`config.mk`:
```
export PLATFORM = sky130hd
export DESIGN_NAME = id_ex_stage
export DESIGN_NICKNAME = d
export VERILOG_FILES = /design/src/rtl/mips_pkg.sv /design/src/rtl/wb_bypass_mux.sv /design/src/rtl/id_ex_stage.sv
export SDC_FILE = /design/constraint.sdc
export NUM_CORES = 1
export LEC_CHECK = 0
export ABC_AREA = 1
export CORE_ASPECT_RATIO = 1.25
export CORE_MARGIN = 5
export CORE_UTILIZATION = 45
export CTS_CLUSTER_SIZE = 12
export DETAILED_ROUTE_END_ITERATION = 7
export GPL_ROUTABILITY_DRIVEN = 0
export GPL_TIMING_DRIVEN = 0
export PLACE_DENSITY_LB_ADDON = 0.05
export SKIP_LAST_GASP = 1
export SYNTH_ARGS = -nofsm -noshare
export SYNTH_HDL_FRONTEND = slang
export SYNTH_SLANG_ARGS = --single-unit
export TNS_END_PERCENT = 1
```
`constraint.sdc`:
```
create_clock -name clk -period 4.51 [get_ports clk]
set_clock_uncertainty 0.15 [all_clocks]
set_input_delay 0.6765 -clock clk [delete_from_list [all_inputs] [get_ports clk]]
set_output_delay 0.6765 -clock clk [all_outputs]
set_load 0.05 [all_outputs]
```
`src/rtl/mips_pkg.sv`:
```
// Shared definitions for the MIPS-style pipeline: datapath widths, the
// execute-command encodings and the hard-wired zero register address.
package mips_pkg;

    localparam int DATA_W = 32;
    localparam int REG_AW = 5;
    localparam int CMD_W  = 4;

    // Register 0 reads as zero and is never a real forwarding source.
    localparam logic [REG_AW-1:0] REG_ZERO = '0;

    // Execute-stage ALU commands carried in the exe_cmd field.
    typedef enum logic [CMD_W-1:0] {
        EXE_NOP = 4'h0,
        EXE_MOV = 4'h1,
        EXE_ADD = 4'h2,
        EXE_SUB = 4'h3,
        EXE_AND = 4'h4,
        EXE_OR  = 4'h5,
        EXE_NOR = 4'h6,
        EXE_XOR = 4'h7,
        EXE_SLL = 4'h8,
        EXE_SRA = 4'h9,
        EXE_SRL = 4'hA
    } exe_cmd_e;

endpackage

```
`src/rtl/wb_bypass_mux.sv`:
```
// Same-cycle write-back bypass for one register-file read port. The register
// file only commits on the clock edge, so an operand being written this cycle
// must be taken from the write-back bus instead of the stale read data.
module wb_bypass_mux
    import mips_pkg::*;
#(
    parameter int DATA_W = mips_pkg::DATA_W,
    parameter int REG_AW = mips_pkg::REG_AW
) (
    input  logic [REG_AW-1:0] src_i,
    input  logic [DATA_W-1:0] reg_val_i,
    input  logic              wb_write_en_i,
    input  logic [REG_AW-1:0] wb_dest_i,
    input  logic [DATA_W-1:0] wb_val_i,
    output logic [DATA_W-1:0] op_o
);

    logic hit;

    // Address compare and value select; register 0 is never forwarded.
    always_comb begin
        hit  = wb_write_en_i && (wb_dest_i == src_i) && (wb_dest_i != REG_ZERO);
        op_o = hit ? wb_val_i : reg_val_i;
    end

endmodule

```
`src/rtl/id_ex_stage.sv`:
```
// ID/EX pipeline register. Captures the decoded instruction and its bypassed
// operands, inserts bubbles on flush or load-use hazard, and holds everything
// while frozen. hazard_stall tells IF/ID to hold their contents for a cycle.
module id_ex_stage
    import mips_pkg::*;
#(
    parameter int DATA_W = mips_pkg::DATA_W,
    parameter int REG_AW = mips_pkg::REG_AW,
    parameter int CMD_W  = mips_pkg::CMD_W
) (
    input  logic              clk,
    input  logic              rst,
    input  logic              freeze,
    input  logic              flush,
    input  logic              in_valid,
    input  logic [DATA_W-1:0] pc_in,
    input  logic [REG_AW-1:0] src1,
    input  logic [REG_AW-1:0] src2,
    input  logic              uses_src2,
    input  logic [REG_AW-1:0] dest_in,
    input  logic [DATA_W-1:0] imm_in,
    input  logic [CMD_W-1:0]  exe_cmd_in,
    input  logic              mem_r_en_in,
    input  logic              mem_w_en_in,
    input  logic              wb_en_in,
    input  logic [DATA_W-1:0] reg1_in,
    input  logic [DATA_W-1:0] reg2_in,
    input  logic              wb_write_en,
    input  logic [REG_AW-1:0] wb_dest,
    input  logic [DATA_W-1:0] wb_val,
    output logic              hazard_stall,
    output logic              valid_out,
    output logic [DATA_W-1:0] pc_out,
    output logic [DATA_W-1:0] val1_out,
    output logic [DATA_W-1:0] val2_out,
    output logic [DATA_W-1:0] imm_out,
    output logic [REG_AW-1:0] src1_out,
    output logic [REG_AW-1:0] src2_out,
    output logic [REG_AW-1:0] dest_out,
    output logic [CMD_W-1:0]  exe_cmd_out,
    output logic              mem_r_en_out,
    output logic              mem_w_en_out,
    output logic              wb_en_out
);

    // Operands after the write-back bypass.
    logic [DATA_W-1:0] op1;
    logic [DATA_W-1:0] op2;

    // Stage state and next-state.
    logic              valid_q,  valid_d;
    logic [DATA_W-1:0] pc_q,     pc_d;
    logic [DATA_W-1:0] val1_q,   val1_d;
    logic [DATA_W-1:0] val2_q,   val2_d;
    logic [DATA_W-1:0] imm_q,    imm_d;
    logic [REG_AW-1:0] src1_q,   src1_d;
    logic [REG_AW-1:0] src2_q,   src2_d;
    logic [REG_AW-1:0] dest_q,   dest_d;
    logic [CMD_W-1:0]  cmd_q,    cmd_d;
    logic              mr_q,     mr_d;
    logic              mw_q,     mw_d;
    logic              wb_q,     wb_d;

    wb_bypass_mux #(
        .DATA_W (DATA_W),
        .REG_AW (REG_AW)
    ) u_bypass1 (
        .src_i         (src1),
        .reg_val_i     (reg1_in),
        .wb_write_en_i (wb_write_en),
        .wb_dest_i     (wb_dest),
        .wb_val_i      (wb_val),
        .op_o          (op1)
    );

    wb_bypass_mux #(
        .DATA_W (DATA_W),
        .REG_AW (REG_AW)
    ) u_bypass2 (
        .src_i         (src2),
        .reg_val_i     (reg2_in),
        .wb_write_en_i (wb_write_en),
        .wb_dest_i     (wb_dest),
        .wb_val_i      (wb_val),
        .op_o          (op2)
    );

    // Load-use detection: a load in EX whose result the decoding instruction
    // needs cannot be forwarded in time. A flush kills the decoding
    // instruction anyway, so it suppresses the stall request.
    always_comb begin
        hazard_stall = in_valid && valid_q && mr_q && (dest_q != REG_ZERO) &&
                       ((dest_q == src1) || (uses_src2 && (dest_q == src2))) &&
                       !flush;
    end

    // Next-state selection: hold when frozen, bubble on flush/hazard, else load.
    always_comb begin
        valid_d = valid_q;
        pc_d    = pc_q;
        val1_d  = val1_q;
        val2_d  = val2_q;
        imm_d   = imm_q;
        src1_d  = src1_q;
        src2_d  = src2_q;
        dest_d  = dest_q;
        cmd_d   = cmd_q;
        mr_d    = mr_q;
        mw_d    = mw_q;
        wb_d    = wb_q;
        if (!freeze) begin
            if (flush || hazard_stall) begin
                valid_d = 1'b0;
                pc_d    = '0;
                val1_d  = '0;
                val2_d  = '0;
                imm_d   = '0;
                src1_d  = '0;
                src2_d  = '0;
                dest_d  = '0;
                cmd_d   = '0;
                mr_d    = 1'b0;
                mw_d    = 1'b0;
                wb_d    = 1'b0;
            end else begin
                // Side-effecting enables are qualified by in_valid so an
                // empty decode slot always enters EX as a harmless bubble.
                valid_d = in_valid;
                pc_d    = pc_in;
                val1_d  = op1;
                val2_d  = op2;
                imm_d   = imm_in;
                src1_d  = src1;
                src2_d  = src2;
                dest_d  = dest_in;
                cmd_d   = exe_cmd_in;
                mr_d    = mem_r_en_in && in_valid;
                mw_d    = mem_w_en_in && in_valid;
                wb_d    = wb_en_in && in_valid;
            end
        end
    end

    // Pipeline register; reset clears everything so EX sees an empty slot.
    always_ff @(posedge clk or negedge rst) begin
        if (!rst) begin
            valid_q <= 1'b0;
            pc_q    <= '0;
            val1_q  <= '0;
            val2_q  <= '0;
            imm_q   <= '0;
            src1_q  <= '0;
            src2_q  <= '0;
            dest_q  <= '0;
            cmd_q   <= '0;
            mr_q    <= 1'b0;
            mw_q    <= 1'b0;
            wb_q    <= 1'b0;
        end else begin
            valid_q <= valid_d;
            pc_q    <= pc_d;
            val1_q  <= val1_d;
            val2_q  <= val2_d;
            imm_q   <= imm_d;
            src1_q  <= src1_d;
            src2_q  <= src2_d;
            dest_q  <= dest_d;
            cmd_q   <= cmd_d;
            mr_q    <= mr_d;
            mw_q    <= mw_d;
            wb_q    <= wb_d;
        end
    end

    // Registered outputs.
    always_comb begin
        valid_out    = valid_q;
        pc_out       = pc_q;
        val1_out     = val1_q;
        val2_out     = val2_q;
        imm_out      = imm_q;
        src1_out     = src1_q;
        src2_out     = src2_q;
        dest_out     = dest_q;
        exe_cmd_out  = cmd_q;
        mem_r_en_out = mr_q;
        mem_w_en_out = mw_q;
        wb_en_out    = wb_q;
    end

endmodule

```
==> results of run 1 <==
layout make-up:
type	instances	area share
clock inverters	12	0.0108
inverters	123	0.0387
plain buffers	67	0.0287
well taps	220	0.0231
flip-flops and latches	151	0.317
multi-input cells	664	0.254
repair buffers	346	0.292
clock buffers	19	0.0363
metal layers:
metal	GRT usage	vias to the layer above	share of wire
met5	0	-	0
met4	0.0930	0	0.027
met3	0.0783	44	0.089
met2	0.466	312	0.50
met1	0.317	3637	0.38
li1	-	3884	-
cells by family after synthesis:
| group | count (synthesis) | share of synthesized area |
|---|---|---|
| AND/OR/NAND/NOR | 512 | 0.281 |
| XOR/XNOR | 3 | 0.00345 |
| flip-flops | 151 | 0.497 |
| buffers and inverters | 190 | 0.106 |
| AO/OA/AOI/OAI | 149 | 0.113 |
placed cells by master (no fill, tap or decap), types with 3 or more instances in the layout:
cell	count
buf_1	3
nand4_1	6
clkbuf_1	42
clkbuf_2	6
dfrtp_1	151
buf_12	3
clkinv_2	4
inv_1	119
clkbuf_16	17
inv_2	4
nor2_1	13
xnor2_1	3
o21ai_1	60
nand2_1	354
o21ai_2	30
clkdlybuf4s50_1	344
clkinvlp_4	3
o21ai_0	57
buf_2	13
nand3_1	132
through the flow:
| step | instances | setup WS, ns |
|---|---|---|
| 2_1_floorplan | 1005 | 1.86 |
| 3_3_place_gp | 1570 | -3.66 |
| 3_5_place_dp | 1571 | 0.957 |
| 4_1_cts | 1602 | 0.949 |
| 5_1_grt | 1602 | 0.803 |
| 6_report | 1602 | 0.944 |
worst reg2reg max path, stage by stage, from the launching register on:
cell and delay (ns):
dfrtp_1 0.47, nand2_1 0.11, nand2_1 0.05, nor2_1 0.12, nand3_1 0.11, nand2_2 0.10, nand2_4 0.08, nand2_4 0.09
buf_6 0.18, clkbuf_2 0.26, o21ai_1 0.12
report_power, final:
group	total [mW]	switching (mW)	leakage, nW	internal (mW)
registers	1.52	0.0628	1.97	1.46
clock network	1.38	0.570	0.269	0.810
logic	1.16	0.721	3.39	0.434
worst max path at each step:
stage	start	end	slack, ns	cells after the start
global placement	rst	val2_out[3]	-3.66	1
detailed placement	src2[4]	hazard_stall	0.96	10
global route	src1[4]	hazard_stall	0.80	10
finish	src2[3]	hazard_stall	0.94	10
floorplan	dest_out[4]	hazard_stall	1.86	8
CTS	src2[4]	hazard_stall	0.95	10
state kept, by name, summed over array words and instances, names as in the netlist:
| signal | count |
|---|---|
| dest_out | 5 |
| exe_cmd_out | 4 |
| imm_out | 32 |
| mem_r_en_out | 1 |
| mem_w_en_out | 1 |
| pc_out | 32 |
| src1_out | 5 |
| src2_out | 5 |
| val1_out | 32 |
| val2_out | 32 |
| valid_out | 1 |
| wb_en_out | 1 |
==> summary.txt, run 1 <==
Synth-to-Final Area Change: 56.8%
syn_area_per_cell: 7.57 um2
Synth top area share: 0.497
Tot Pwr: 4.06 mW
initial core utilization: 0.455
Root Driver: clkbuf_16
n_diodes: 0
Core Util, Final: 0.714
worst-path cell chain: clkdlybuf4s50_1, inv_1, nand2_1, nand2_1, nor2_1, nand3_1, nand2_2, nand2_4, nor2_1, clkdlybuf4s50_1
minimum clock period: 3.57 ns
synth cell count leaders: nand2_1 (354), dfrtp_1 (151), nand3_1 (132), inv_1 (119), o21ai_1 (60)
RSZ-0062 raised after global routing: no
# Post-CTS Setup Buffers: 0
Die Y: 155 um
die area: 19,600 um2
Total Neg Setup Slack: 0 ns
Synth Register Bits: 151
maximum vdd drop: 0.000261 V
crit path capture type: output pin
hold slack: 0.0988 ns
vias in the first global route: 7,690
PortBufs: 345
GRT Resource Usage Total: 0.268
CTS buffer count: 17
Slew Limit Fails: 0
fraction of registers with async set/reset: 1.00
slowest cell on the critical path: clkdlybuf4s50_1
share of cells above drive strength 1: 0.0695
clk_lat worst skew: 0.43 ns
Register Area: 3780 um2
detail-routed via count per cell: 4.92
vias: 7,877
wire per inst: 16.7 um
total core area: 16,700 um2
largest net degree at the start of global routing: 83
delay-heaviest family, CP: buffers and inverters
clk sinks: 151
status: complete, no violations
initial antenna violation count: 0
placed cell area: 11,400 um2
Pre-Repair DR Iteration Count: 5
Mapped Area: 7610 um2
HPWL after DPL: 20.6 mm
Ys Warns: 0
critical path peak fanout: 6
number of synthesized flops with an enable pin: 0
Distinct cells, synth: 23
Seq/Total Area, Yosys: 0.497
crit path launch type: input pin
WP buf/inv: 3
Rows: 53
DRT Wirelength: 26.8 mm
data required time of the worst path: 3.68 ns
Max Clock Freq: 0.280 GHz
Max Cap Viol: 0
post-route cell area: 11,900 um2
PwrDens: 340 nW/um2
Worst R2R End: val1_out[14]
r2r setup slk: 2.57 ns
Tightest Pin Transition: 0.775 ns
clock transition at the registers of the reported paths: 0.06 ns
Leak: 5.63 nW
Fillers: 1,407
I/O pin cnt: 346
Hold Path Class: input pin to asynchronous set/reset pin
most common cell in the synthesized netlist: nand2_1
Die Width: 126 um
Antenna Nets Post-Route: 0
leading area contributor after synthesis: dfrtp_1
Setup violations, final: 0
1st-iter DRT viols: 466
worst path arrival time: 2.74 ns
R2R cell count: 10
Final Net Count: 1,564
overflow left after global routing: 0
r2r startpoint: dest_out[3]
Slew Limit Headroom: 0.483
Tcrit/Tclk final: 0.791
hold_buf cts: 0
final hold violation count: 0
htree depth: 4
Synthesized Nets: 1,199
first-pass GRT wire length: 41.2 mm
area of the multi-input gates: 3020 um2
post-CTS sizing: 0
Cells after Synth: 1,005
crit path kind: input pin to output pin
Area contributors post-synth: dfrtp_1 (50%), nand2_1 (17%), nand3_1 (8.7%)
Clock Path Buffers: 2
Crit path largest cell delay: 0.85 ns
Top FF cell, synth: dfrtp_1
CTS tree: done
DRC: 0
Power figures use the tool's default switching activity.
==> inputs of run 2 (changes only) <==
--- a/config.mk
+++ b/config.mk
@@ -8,7 +8,7 @@
 export ABC_AREA = 1
 export CORE_ASPECT_RATIO = 1.25
 export CORE_MARGIN = 5
-export CORE_UTILIZATION = 45
+export CORE_UTILIZATION = 42
 export CTS_CLUSTER_SIZE = 12
 export DETAILED_ROUTE_END_ITERATION = 7
 export GPL_ROUTABILITY_DRIVEN = 0
==> constraint.sdc (replaced) <==
create_clock -name clk -period 3.4 [get_ports clk]
set_clock_uncertainty 0.15 [all_clocks]
set_input_delay 0.51 -clock clk [delete_from_list [all_inputs] [get_ports clk]]
set_output_delay 0.51 -clock clk [all_outputs]
set_load 0.05 [all_outputs]
==> run 2 against run 1 <==
Against the previous run:
- total power increased by 38%
- combinational power rose by 32%
- final cell count increased by 0.62%
==> summary.txt, run 2 (same netlist as run 1, synthesis figures left out) <==
hold_buf cts: 1 (+1)
DRC: 0 (unchanged)
first-pass GRT wire length: 41.8 mm (+1.3%)
Pre-Repair DR Iteration Count: 5 (unchanged)
Leak: 5.68 nW (+0.83%)
total core area: 18,000 um2 (+7.5%)
initial antenna violation count: 0 (unchanged)
1st-iter DRT viols: 497 (+6.7%)
minimum clock period: 3.23 ns
data required time of the worst path: 2.74 ns (-0.94 ns)
detail-routed via count per cell: 4.89 (-0.52%)
post-CTS sizing: 0 (unchanged)
r2r setup slk: 1.47 ns (-1.10 ns)
clk_lat worst skew: 0.42 ns (about the same)
initial core utilization: 0.424 (-0.0317)
worst path arrival time: 2.57 ns (-0.17 ns)
Slew Limit Fails: 0 (unchanged)
DRT Wirelength: 26.9 mm (+0.27%)
Max Cap Viol: 0 (unchanged)
commonest non-fill, non-tap cell in the layout: nand2_1
Max Clock Freq: 0.310 GHz
Die Y: 160 um (+3.3%)
Placed Cells incl. Taps: 1,579 (+0.51%)
htree depth: 4 (unchanged)
crit path capture type: output pin
pre-CTS setup slack: 0.170 ns (-0.787 ns)
GRT Resource Usage Total: 0.255 (-0.0136)
n_diodes: 0 (unchanged)
Die Width: 130 um (+3.2%)
PortBufs: 345 (unchanged)
Final WS setup: 0.173 ns (-0.771 ns)
share of cells above drive strength 1: 0.0708 (+0.00134)
PwrDens: 465 nW/um2 (+37%)
commonest cells after routing, fill and taps aside: nand2_1 (354), clkdlybuf4s50_1 (344), dfrtp_1 (151)
RSZ-0062 raised after global routing: no
CTS tree: done
Fillers: 1,585 (+13%)
vias: 7,885 (+0.10%)
clk sinks: 151 (unchanged)
Tcrit/Tclk final: 0.949
HPWL after DPL: 20.8 mm (+0.95%)
die area: 20,900 um2 (+6.6%)
crit path kind: input pin to output pin
final hold violation count: 0 (unchanged)
critical path peak fanout: 6 (unchanged)
largest net degree at the start of global routing: 86 (+3.6%)
Root Driver: clkbuf_16
Setup violations, final: 0 (unchanged)
CTS buffer count: 17 (unchanged)
wire per inst: 16.7 um (-0.35%)
status: complete, no violations
Tightest Pin Transition: 0.686 ns (-0.0892 ns)
I/O pin cnt: 346 (unchanged)
final std cells w/o fill: 1,612 (+0.62%)
crit path launch type: input pin
Final Net Count: 1,565 (+0.064%)
Rows: 55 (+3.8%)
clock transition at the registers of the reported paths: 0.06 ns (about the same)
Synth-to-Final Area Change: 58.0%
Slew Limit Headroom: 0.543 (+0.0595)
Clock Path Buffers: 2 (unchanged)
maximum vdd drop: 0.000309 V (+19%)
Antenna Nets Post-Route: 0 (unchanged)
overflow left after global routing: 0 (unchanged)
Hold Path Class: flip-flop to flip-flop
# Post-CTS Setup Buffers: 0 (unchanged)
vias in the first global route: 7,815 (+1.6%)
==> run 2: cell count changes in the layout (fill, tap and decap cells not counted), sizes merged <==
cell and delta:
bufinv +2, clkinvlp -2, dlygate4sd3 +1, clkbuf +1
==> run 2: final cells by class <==
cell class / instances / area (um2) / share of cell area
tap: 228 / 285 / 0.0237
clock inverter: 12 / 174 / 0.0145
sequential: 151 / 3780 / 0.314
inverter: 123 / 462 / 0.0384
multi-input combinational: 664 / 3020 / 0.252
timing repair buffer: 347 / 3500 / 0.291
clock buffer: 20 / 457 / 0.0380
buffer: 67 / 343 / 0.0285
==> run 2: metrics by stage <==
step / total power [mW] / util / hold slack [ns] / setup TNS [ns] / instance area (um2)
finish: 5.59 / 0.669 / 0.330 / 0 / 12000
global route: 5.81 / 0.669 / 0.339 / 0 / 12000
CTS: 5.62 / 0.669 / 0.332 / 0 / 12000
detailed placement: 3.59 / 0.634 / 0.317 / 0 / 11400
global placement: 3.58 / 0.632 / 0.313 / -715.83 / 11300
floorplan: 2.89 / - / 0.0644 / 0 / 7610
==> run 2: critical path, stage by stage <==
cell	delay [ns]
clkdlybuf4s50_1	0.55
inv_1	0.07
nand2_1	0.06
nand2_1	0.04
nor2_1	0.11
nand3_1	0.11
nand2_2	0.10
nand2_4	0.07
nor2_1	0.09
clkdlybuf4s50_1	0.85
==> run 2: worst paths after layout <==
path / startpoint / to / depth (start not counted)
setup / recovery: src2[4] / hazard_stall / 10
hold / removal: imm_out[27] / imm_out[27] / 2
setup reg to reg: dest_out[3] / imm_out[30] / 11
hold reg to reg: imm_out[27] / imm_out[27] / 2
max in group asynchronous: rst / val1_out[4] / 3
min in group asynchronous: rst / pc_out[22] / 2
==> run 2: per-layer routing <==
metal / vias to the layer above / part of all wire / global-route usage
li1: 3878 / - / -
met1: 3616 / 0.38 / 0.303
met2: 328 / 0.49 / 0.427
met3: 63 / 0.094 / 0.0702
met4: 0 / 0.044 / 0.110
met5: - / 0 / 0
==> run 2: power by group <==
| part | internal [mW] | total, mW | switching, mW |
|---|---|---|---|
| clock | 1.27 | 2.03 | 0.762 |
| sequential | 1.94 | 2.02 | 0.0847 |
| combinational | 0.577 | 1.53 | 0.955 |
==> inputs of run 3 (changes only) <==
--- a/config.mk
+++ b/config.mk
@@ -8,14 +8,14 @@
 export ABC_AREA = 1
 export CORE_ASPECT_RATIO = 1.25
 export CORE_MARGIN = 5
-export CORE_UTILIZATION = 42
+export CORE_UTILIZATION = 25
 export CTS_CLUSTER_SIZE = 12
 export DETAILED_ROUTE_END_ITERATION = 7
 export GPL_ROUTABILITY_DRIVEN = 0
-export GPL_TIMING_DRIVEN = 0
 export PLACE_DENSITY_LB_ADDON = 0.05
 export SKIP_LAST_GASP = 1
 export SYNTH_ARGS = -nofsm -noshare
 export SYNTH_HDL_FRONTEND = slang
+export SYNTH_HIERARCHICAL = 1
 export SYNTH_SLANG_ARGS = --single-unit
 export TNS_END_PERCENT = 1
==> run 3 against run 2 <==
Against the previous run:
- first-iteration DRC count fell by 20%
- cell area is 2.7% higher
- synthesized cell count unchanged
- sequential cell count is the same
- core utilization fell by 29 points
- maximum frequency increased by 19%
- synthesized area rose by 7.0%
- setup slack improved by 0.50 ns
- critical path type unchanged
==> summary.txt, run 3 <==
status: complete, no violations
Ys Warns: 6 (+6)
Slew Limit Headroom: 0.324 (-0.218)
Hold Path Class: flip-flop to flip-flop
Top FF cell, synth: dfrtp_1
data required time of the worst path: 2.74 ns (about the same)
commonest cells after routing, fill and taps aside: nand2_1 (486), clkdlybuf4s50_1 (342), dfrtp_1 (151)
Synth-to-Final Area Change: 51.7%
placed cell area: 11,800 um2 (+3.3%)
1st-iter DRT viols: 400 (-20%)
Tcrit/Tclk final: 0.801 (-0.148)
largest net degree at the start of global routing: 87 (+1.2%)
crit path kind: input pin to output pin
commonest non-fill, non-tap cell in the layout: nand2_1
wire per inst: 17.8 um (+6.9%)
Total Neg Setup Slack: 0 ns (unchanged)
area of the multi-input gates: 3630 um2 (+20%)
leading area contributor after synthesis: dfrtp_1
vias: 7,635 (-3.2%)
most common cell in the synthesized netlist: nand2_1
crit path launch type: input pin
clk sinks: 151 (unchanged)
post-CTS sizing: 0 (unchanged)
CTS buffer count: 17 (unchanged)
post-route cell area: 12,300 um2 (+2.7%)
detail-routed via count per cell: 4.35 (-11%)
Rows: 74 (+35%)
Die Y: 212 um (+32%)
Synth top area share: 0.464 (-0.0326)
initial core utilization: 0.251 (-0.172)
Max Clock Freq: 0.367 GHz (+19%)
minimum clock period: 2.72 ns (-0.504 ns)
Pre-Repair DR Iteration Count: 4 (-1)
Synthesized Nets: 1,199 (unchanged)
PortBufs: 345 (unchanged)
number of synthesized flops with an enable pin: 0 (unchanged)
maximum vdd drop: 0.000234 V (-24%)
crit path capture type: output pin
htree depth: 4 (unchanged)
DRT Wirelength: 31.3 mm (+16%)
Distinct cells, synth: 23 (unchanged)
overflow left after global routing: 0 (unchanged)
# Post-CTS Setup Buffers: 0 (unchanged)
Mapped Area: 8140 um2 (+7.0%)
vias in the first global route: 7,809 (-0.077%)
syn_area_per_cell: 8.10 um2 (+7.0%)
Die Width: 171 um (+31%)
Area contributors post-synth: dfrtp_1 (46%), nand2_1 (22%), o21ai_2 (11%)
Tightest Pin Transition: 1.01 ns (+0.328 ns)
Seq/Total Area, Yosys: 0.464 (-0.0326)
share of cells above drive strength 1: 0.134 (+0.0633)
Clock Path Buffers: 2 (unchanged)
Synth Register Bits: 151 (unchanged)
Final Net Count: 1,516 (-3.1%)
first-pass GRT wire length: 47.5 mm (+14%)
Leak: 5.62 nW (-1.0%)
Core Util, Final: 0.381 (-0.288)
GRT Resource Usage Total: 0.170 (-0.0848)
clock transition at the registers of the reported paths: 0.06 ns (about the same)
Register Area: 3780 um2 (unchanged)
Fillers: 3,421 (+120%)
hold_buf cts: 1 (unchanged)
Root Driver: clkbuf_16
final hold violation count: 0 (unchanged)
fraction of registers with async set/reset: 1.00 (unchanged)
total core area: 32,400 um2 (+80%)
CTS tree: done
I/O pin cnt: 346 (unchanged)
DRC: 0 (unchanged)
Antenna Nets Post-Route: 0 (unchanged)
HPWL after DPL: 22.0 mm (+5.5%)
Max Cap Viol: 0 (unchanged)
PwrDens: 446 nW/um2 (-4.0%)
critical path peak fanout: 6 (unchanged)
initial antenna violation count: 2 (+2)
Tot Pwr: 5.51 mW (-1.3%)
synth cell count leaders: nand2_1 (486), dfrtp_1 (151), o21ai_2 (100), nand3_1 (68), inv_1 (35)
RSZ-0062 raised after global routing: no
die area: 36,300 um2 (+73%)
Cells after Synth: 1,005 (unchanged)
Setup violations, final: 0 (unchanged)
clk_lat worst skew: 0.42 ns (about the same)
worst path arrival time: 2.06 ns (-0.51 ns)
Slew Limit Fails: 0 (unchanged)
-- run 3: cell count changes in the layout (fill, tap and decap cells not counted), moves of 14 or more --
cell,change
buf_4,+14
o21ai_1,-30
nand2_1,+132
clkbuf_1,-40
inv_1,-85
nand3_1,-64
o21ai_0,-38
o21ai_2,+70
-- run 3: cells by family after synthesis --
family / Yosys count / synth area share
compound gates: 151 / 0.140
xor+xnor: 3 / 0.00323
buf+inv: 106 / 0.0916
flops: 151 / 0.464
simple gates: 594 / 0.302
-- run 3: metrics by stage --
stage / cells / setup slack [ns] / hold slack, ns
6_report: 1754 / 0.677 / 0.329
5_1_grt: 1754 / 0.512 / 0.345
4_1_cts: 1753 / 0.656 / 0.333
3_5_place_dp: 1720 / 0.540 / 0.316
3_3_place_gp: 1720 / 0.552 / 0.314
2_1_floorplan: 1005 / 0.892 / 0.0644
-- run 3: routing by layer --
metal	wire length, um	vias to the layer above	global-route usage
li1	-	3819	-
met1	12900	3571	0.209
met2	15600	224	0.287
met3	2360	19	0.0553
met4	439	2	0.0437
met5	7	-	0
-- run 3: final timing paths --
path                        startpoint      endpoint  slack (ns)  depth (start not counted)
min in group asynchronous          rst    pc_out[29]        0.49                          2
hold / removal             imm_out[21]   imm_out[21]        0.33                          2
setup / recovery               src2[1]  hazard_stall        0.68                         10
setup reg to reg           dest_out[0]  val1_out[15]        1.32                         10
max in group asynchronous          rst  val2_out[29]        1.74                          3
hold reg to reg            imm_out[21]   imm_out[21]        0.33                          2
-- run 3: layout make-up --
| type | count | area share |
|---|---|---|
| Multi-Input combinational cell | 748 | 0.294 |
| Clock inverter | 10 | 0.00770 |
| Tap cell | 418 | 0.0424 |
| Clock buffer | 22 | 0.0392 |
| Inverter | 39 | 0.0121 |
| Antenna cell | 1 | 0.000203 |
| Timing Repair Buffer | 365 | 0.299 |
| Sequential cell | 151 | 0.306 |
-- run 3: power breakdown --
| part | switching (mW) | leakage [nW] | internal, mW |
|---|---|---|---|
| Combinational | 0.998 | 3.37 | 0.595 |
| Sequential | 0.0817 | 1.97 | 1.94 |
| Clock | 0.810 | 0.282 | 1.09 |
| Total | 1.89 | 5.62 | 3.62 |
-- run 3: worst max-delay path, cell delays in order --
cell             delay (ns)
clkdlybuf4s50_1        0.63
inv_1                  0.07
nand2_1                0.06
nand2_1                0.05
nor2_1                 0.08
nand3_1                0.09
nand2_2                0.11
nand2_4                0.10
nor2_1                 0.19
buf_12                 0.17
